<file path="config.mk">
export PLATFORM = sky130hd
export DESIGN_NAME = pipe_stage_reg
export DESIGN_NICKNAME = d
export VERILOG_FILES = /design/src/rtl/pipe_stage_reg.sv
export SDC_FILE = /design/constraint.sdc
export NUM_CORES = 1
export LEC_CHECK = 0
export CORE_MARGIN = 1
export CORE_UTILIZATION = 42
export CTS_BUF_LIST = sky130_fd_sc_hd__clkbuf_8
export DETAILED_ROUTE_END_ITERATION = 8
export GPL_TIMING_DRIVEN = 0
export PLACE_DENSITY = 0.83
export SLEW_MARGIN = 20
export SYNTH_ARGS = -nofsm -noshare
export SYNTH_HDL_FRONTEND = slang
export SYNTH_SLANG_ARGS = --single-unit
export TNS_END_PERCENT = 20
</file>
<file path="constraint.sdc">
create_clock -name clk -period 2.3 [get_ports clk]
set_input_delay 0.46 -clock clk [delete_from_list [all_inputs] [get_ports clk]]
set_output_delay 0.46 -clock clk [all_outputs]
set_load 0.05 [all_outputs]
</file>
<file path="src/rtl/pipe_stage_reg.sv">
// pipe_stage_reg: parametrised inter-stage pipeline register for the MIPS32 datapath.
//
// Carries an opaque datapath bundle and a control bundle from one stage to the next.
// It can hold its contents (stall) or squash them into a bubble (flush). It also
// keeps two saturating event counters for the hazard unit and for debug.
//
// Parameters:
//   DATA_W   width of the datapath bundle (>= 1)
//   CTRL_W   width of the control bundle (>= 1)
//   CTRL_NOP control encoding that makes the stage architecturally inert
//   CNT_W    width of each event counter (>= 1)
//
// Ports:
//   clk        rising-edge clock
//   rst        synchronous active-high reset
//   stall      hold current contents this cycle
//   flush      replace current contents with a bubble this cycle (beats stall)
//   cnt_clr    synchronous clear of both event counters
//   in_valid   upstream stage holds a real instruction
//   in_data    upstream datapath bundle
//   in_ctrl    upstream control bundle
//   out_valid  registered valid
//   out_data   registered datapath bundle
//   out_ctrl   registered control bundle (CTRL_NOP whenever out_valid is 0)
//   stall_cnt  cycles spent holding a valid instruction (saturating)
//   flush_cnt  flushes that killed a valid instruction (saturating)
//
// Priority at each edge: rst > flush > stall > load. All outputs come straight
// from registers, so there is no combinational path from input to output.

module pipe_stage_reg #(
  parameter int unsigned              DATA_W   = 128,
  parameter int unsigned              CTRL_W   = 8,
  parameter logic [CTRL_W-1:0]        CTRL_NOP = '0,
  parameter int unsigned              CNT_W    = 16
) (
  input  logic              clk,
  input  logic              rst,
  input  logic              stall,
  input  logic              flush,
  input  logic              cnt_clr,
  input  logic              in_valid,
  input  logic [DATA_W-1:0] in_data,
  input  logic [CTRL_W-1:0] in_ctrl,
  output logic              out_valid,
  output logic [DATA_W-1:0] out_data,
  output logic [CTRL_W-1:0] out_ctrl,
  output logic [CNT_W-1:0]  stall_cnt,
  output logic [CNT_W-1:0]  flush_cnt
);

  logic              valid_q, valid_d;
  logic [DATA_W-1:0] data_q, data_d;
  logic [CTRL_W-1:0] ctrl_q, ctrl_d;
  logic [CNT_W-1:0]  stall_cnt_q, stall_cnt_d;
  logic [CNT_W-1:0]  flush_cnt_q, flush_cnt_d;

  logic stall_evt;
  logic flush_evt;

  // Events are only counted when they affect a real instruction. A stalled or
  // flushed bubble costs nothing.
  assign stall_evt = stall & ~flush & valid_q;
  assign flush_evt = flush & valid_q;

  // Payload next-state.
  always_comb begin
    valid_d = valid_q;
    data_d  = data_q;
    ctrl_d  = ctrl_q;
    if (flush) begin
      // Data is left alone: downstream ignores it once valid drops.
      valid_d = 1'b0;
      ctrl_d  = CTRL_NOP;
    end else if (!stall) begin
      valid_d = in_valid;
      data_d  = in_data;
      // An invalid entry must never carry live control.
      ctrl_d  = in_valid ? in_ctrl : CTRL_NOP;
    end
  end

  // Counter next-state; clear beats any increment, and the counters stick at all-ones.
  always_comb begin
    stall_cnt_d = stall_cnt_q;
    flush_cnt_d = flush_cnt_q;
    if (cnt_clr) begin
      stall_cnt_d = '0;
      flush_cnt_d = '0;
    end else begin
      if (stall_evt && (stall_cnt_q != {CNT_W{1'b1}})) begin
        stall_cnt_d = stall_cnt_q + CNT_W'(1);
      end
      if (flush_evt && (flush_cnt_q != {CNT_W{1'b1}})) begin
        flush_cnt_d = flush_cnt_q + CNT_W'(1);
      end
    end
  end

  always_ff @(posedge clk) begin
    if (rst) begin
      valid_q     <= 1'b0;
      data_q      <= '0;
      ctrl_q      <= CTRL_NOP;
      stall_cnt_q <= '0;
      flush_cnt_q <= '0;
    end else begin
      valid_q     <= valid_d;
      data_q      <= data_d;
      ctrl_q      <= ctrl_d;
      stall_cnt_q <= stall_cnt_d;
      flush_cnt_q <= flush_cnt_d;
    end
  end

  assign out_valid = valid_q;
  assign out_data  = data_q;
  assign out_ctrl  = ctrl_q;
  assign stall_cnt = stall_cnt_q;
  assign flush_cnt = flush_cnt_q;

endmodule

</file>
==> results of run 1 <==
[flip-flops by register name, summed over array words and instances (netlist names)]
signal,count
out_ctrl,8
out_valid,1
flush_cnt,16
out_data,128
stall_cnt,16
[kinds of logic after synthesis]
kind of cell,synth area share (%)
flip-flops,53.5
AO/OA/AOI/OAI,17.0
adder cells (fa/ha/maj),0.396
multiplexers,0.317
buffers and inverters,3.54
AND/OR/NAND/NOR,25.2
[routing by layer]
metal | routed length, um | GRT usage (%) | share of wire (%) | vias to the layer above
li1 | - | - | - | 3366
met1 | 8140 | 29.5 | 39 | 3108
met2 | 10300 | 45.8 | 50 | 217
met3 | 1600 | 9.66 | 7.7 | 34
met4 | 593 | 9.43 | 2.9 | 0
met5 | 0 | 0 | 0 | -
[path summary, 6_finish.rpt]
kind	startpoint	end	slack (ns)	cells after the start
max	stall_cnt[12]	stall_cnt[12]	0.07	1
min	out_data[102]	out_data[102]	0.45	2
max reg2reg	stall_cnt[0]	stall_cnt[14]	0.32	6
min reg2reg	out_data[102]	out_data[102]	0.45	2
[cells in the final DEF (no fill, tap or decap), drive strengths merged, types with 8 or more instances in the layout]
cell             n
nand2          265
clkdlybuf4s50  306
o21ai            8
o31ai           15
nor2            16
a22oi            8
a21oi          152
dfxtp          169
clkbuf          70
or4             15
nand4           13
nand3           16
[stage by stage]
step | setup WS (ns) | util [%] | total power (W) | std cells | hold WS [ns]
finish | 0.0728 | 68.9 | 0.00630 | 1316 | 0.454
CTS | 0.0558 | 68.9 | 0.00635 | 1316 | 0.457
global route | 0.000276 | 68.9 | 0.00655 | 1316 | 0.471
floorplan | 0.0581 | - | 0.00374 | 791 | 0.596
detailed placement | -0.217 | 66.2 | 0.00428 | 1285 | 0.446
global placement | -0.220 | 66.2 | 0.00427 | 1285 | 0.440
[power by group through the flow]
stage                     Sequential (W)  Combinational (W)  Clock (W)
after floorplan                  0.00352           0.000224          0
after global placement           0.00315            0.00113          0
after detailed placement         0.00315            0.00113          0
after CTS                        0.00308            0.00114    0.00213
after global routing             0.00310            0.00120    0.00226
final                            0.00308            0.00113    0.00208
[layout make-up]
cell class | count | area, sq um | share of cell area [%]
clock inverter | 12 | 126 | 1.26
timing repair buffer | 310 | 3110 | 31.0
inverter | 4 | 15.0 | 0.149
tap | 184 | 230 | 2.29
multi-input combinational | 563 | 2720 | 27.0
buffer | 55 | 209 | 2.08
clock buffer | 19 | 262 | 2.60
sequential | 169 | 3380 | 33.6
==> results.tsv, run 1 <==
metric	value	unit
fin_skew	0.0200	ns
slew_headroom	48.4	%
critPathLaunchType	flop	
synth_edf_count	0	
synth_seq_cells	169	
chipHeight	125	um
synth_common_cells	nand2_1, dfxtp_1, a21oi_1	
avgRoutedWirePerCell	15.7	um
cp_top_family	buffers and inverters	
cts_root_buf	clkbuf_8	
power.internal	0.00450	W
clock_path_buffers	2	
path_clk_slew	0.09	ns
slowest_delay	0.85	ns
post_cts_resized	0	
cts_inserted_buffers	17	
grt.overflow.total	0	
antenna_cells	0	
wl	20700	um
syn_area_per_cell	7.99	sq um
cts.sinks	169	
netlist-cell-type-count	39	
pwr-share-seq	49.0	%
grt_use_total	26.4	%
pwr-share-clk	33.1	%
synth_area	6320	sq um
drt_pass1_iterations	5	
fin_crit_sh	96.8	%
postCtsHoldBufs	0	
drc_errors	0	
vias	6725	
die_w	125	um
hold_viol_final	0	
antenna_found_initial	0	
p_leak	3.52	nW
end_kind	primary output	
synthTopCellsByArea	dfxtp_1, nand2_1, a21oi_1	
synth_fp_nets	935	
grt_pass1_wl	32700	um
pwr-share-comb	18.0	%
maxCapViolations	0	
rsz0062_at_grt	false	
power.share.switching	28.5	%
drtIter0Drc	403	
io_buffer_count	310	
finalSetupTns	0	ns
crit_slowest_cell	clkdlybuf4s50_1	
ys_seq_area_share	53.5	%
start_util	43.3	%
nNetsFinal	1264	
place_congestion	0.840	
maxSlewViolCount	0	
placed_area	9660	sq um
final_cell_area	10100	sq um
avgViaCountPerCell	5.11	
ys.flop_type	dfxtp_1	
clk_latency	0.45	ns
synth_top_area_share	53.5	%
htreeDepth	4	
n_fill_cell	1210	
io_pins	311	
power_density	626	nW/um^2
cts_tree	done	
switching_power	0.00180	W
synth.most_common_cell	nand2_1	
post-dp-hpwl	15500	um
timing.fmax	0.449	GHz
cp.required	1.84	ns
cts_setup_buffers	0	
rows	44	
grt_max_degree	17	
dieArea	15600	sq um
setup_viol	0	
crit_type	flop to primary output	
core_area	14600	sq um
tightest_slew	0.766	ns
crit_chain	clkdlybuf4s50_1	
area_delta_synth_final	59.0	%
drive_gt1_share	3.18	%
async_reset_ff_share	0	%
yosysWarnings	0	
peakVddDrop	0.000773	V
netlist_instances	791	
cp_num_buf_inv	1	
path_max_fanout	7	
cp.arrival	1.77	ns
fin_crit	2.23	ns
synth_largest_area_cell	dfxtp_1	
hold_path.class	flop to flop	
grt_pass1_vias	6330	
status	completed	
drtAntennaViolNets	0	
Power figures use the tool's default switching activity.
==> inputs of run 2 (changes only) <==
--- a/config.mk
+++ b/config.mk
@@ -8,6 +8,7 @@
 export CORE_MARGIN = 1
 export CORE_UTILIZATION = 42
 export CTS_BUF_LIST = sky130_fd_sc_hd__clkbuf_8
+export CTS_CLUSTER_SIZE = 24
 export DETAILED_ROUTE_END_ITERATION = 8
 export GPL_TIMING_DRIVEN = 0
 export PLACE_DENSITY = 0.83
==> results of run 2 <==
Same layout as run 1: the final DEF is identical, and so are final timing and power.
==> variant (settings of run 1) <==
Change the parameter `CTRL_W` from 8 to 6.
--- a/src/rtl/pipe_stage_reg.sv
+++ b/src/rtl/pipe_stage_reg.sv
@@ -31,5 +31,5 @@
 module pipe_stage_reg #(
   parameter int unsigned              DATA_W   = 128,
-  parameter int unsigned              CTRL_W   = 8,
+  parameter int unsigned              CTRL_W   = 6,
   parameter logic [CTRL_W-1:0]        CTRL_NOP = '0,
   parameter int unsigned              CNT_W    = 16
Interface: changed (resized in_ctrl and out_ctrl); port bits go from 311 to 307. The function was not compared with the original's and may differ.
==> variant against run 1 <==
Final cell count fell by 2.2%. Setup slack improved by 0.0087 ns. Highest routed layer unchanged. Register-to-register slack improved by 0.26 ns. Die area fell by 1.4%. Core utilization fell by 0.30 points. Largest cell class unchanged. Power rose by 0.40%. Routed wire length fell by 4.0%. First-iteration DRC count fell by 23%. Design area fell by 1.2%. Sequential share of layout area barely moved. Area after synthesis fell by 1.4%. Sequential cell count fell by 2. Critical path type unchanged.
==> variant: results (changes against run 1) <==
[timing]
layout_worst_path_cycle_share_pct=96.5  ; -0.38 points
skew_ns=0.00659  ; -0.0134 ns
worst_slew_margin_rel_pct=55.9  ; +7.4 points

[finish]
multi_input_comb_area_um2=2650  ; -2.6%
layout_cell_share_with_drive_strength_beyond_1_pct=6.26  ; +3.1 points
nets=1232  ; -2.5%
clock_buffer_count=18  ; -1
signal_buffer_area_fraction_pct=33.2  ; +0.19 points
clkCellAreaFrac_pct=4.09  ; +0.24 points
n_all_inverters=2  ; -2
fill_cells=1188  ; -1.8%

[placed_design]
placement.cell_area_um2=9530  ; -1.4%
worst_setup_slack_post_dpl_ns=-0.255  ; -0.0378 ns
hpwl_mm=14.8  ; -4.7%
place_congestion=0.838  ; -0.24%
placedCellCount=1255  ; -2.3%

[global_routing]
grt_pass1_wl_mm=29.3  ; -10%
grt_pass1_vias=5933  ; -6.3%
gr-usage-all-layers_pct=25.2  ; -1.2 points
groute.layer.met2.usage_pct=43.7  ; -2.1 points

[cts]
ctsResizeCount=1  ; +1

[routing]
num_vias=6370  ; -5.3%
detailedRoute.firstPassIterationCount=6  ; +1
dr_wl_met2_mm=9.79  ; -5.1%
routed-wl-met3_mm=1.91  ; +19%
met1Wirelength_mm=7.60  ; -6.7%
drt_first_iter_violations=309  ; -23%
vias_per_std_cell=4.95  ; -3.1%

[run_status]
status=finished clean

[synth]
synth_nets=907  ; -3.0%
syn_inst=765  ; -3.3%
library_cells_used_by_synthesis=46  ; +18%
synth_sequential_area_ratio_pct=53.6  ; +0.14 points

[power]
power.leakage_uw=0.00359  ; +2.0%
ir_drop_mv=0.408  ; -47%

[worst_setup_path]
ff_to_ff_setup_slack_ns=0.58  ; +0.26 ns

[floorplan]
chipWidth_um=124  ; -0.71%

-- variant: path summary, 6_finish.rpt --
path	startpoint	end	cells after the start
max reg2reg	flush_cnt[0]$_SDFFE_PP0P_	flush_cnt[8]$_SDFFE_PP0P_	5
min reg2reg	out_data[31]$_SDFFE_PP0P_	out_data[31]$_SDFFE_PP0P_	2
min	out_data[31]$_SDFFE_PP0P_	out_data[31]$_SDFFE_PP0P_	2
max	flush_cnt[12]$_SDFFE_PP0P_	flush_cnt[12]	1
-- variant: power by group --
| part | total (uW) | internal [uW] | switching (uW) |
|---|---|---|---|
| Sequential | 3050 | 2990 | 53.3 |
| Clock | 2150 | 1090 | 1060 |
| Combinational | 1120 | 462 | 662 |
-- variant: logic make-up after synthesis --
logic type                 share of synthesized area (%)
muxes                                              0.181
AOI/OAI and AO/OA                                   13.1
buffers and inverters                               3.89
xor gates and xnor gates                            3.23
DFF                                                 53.6
and+or+nand+nor                                     25.6
adders and majority gates                          0.401
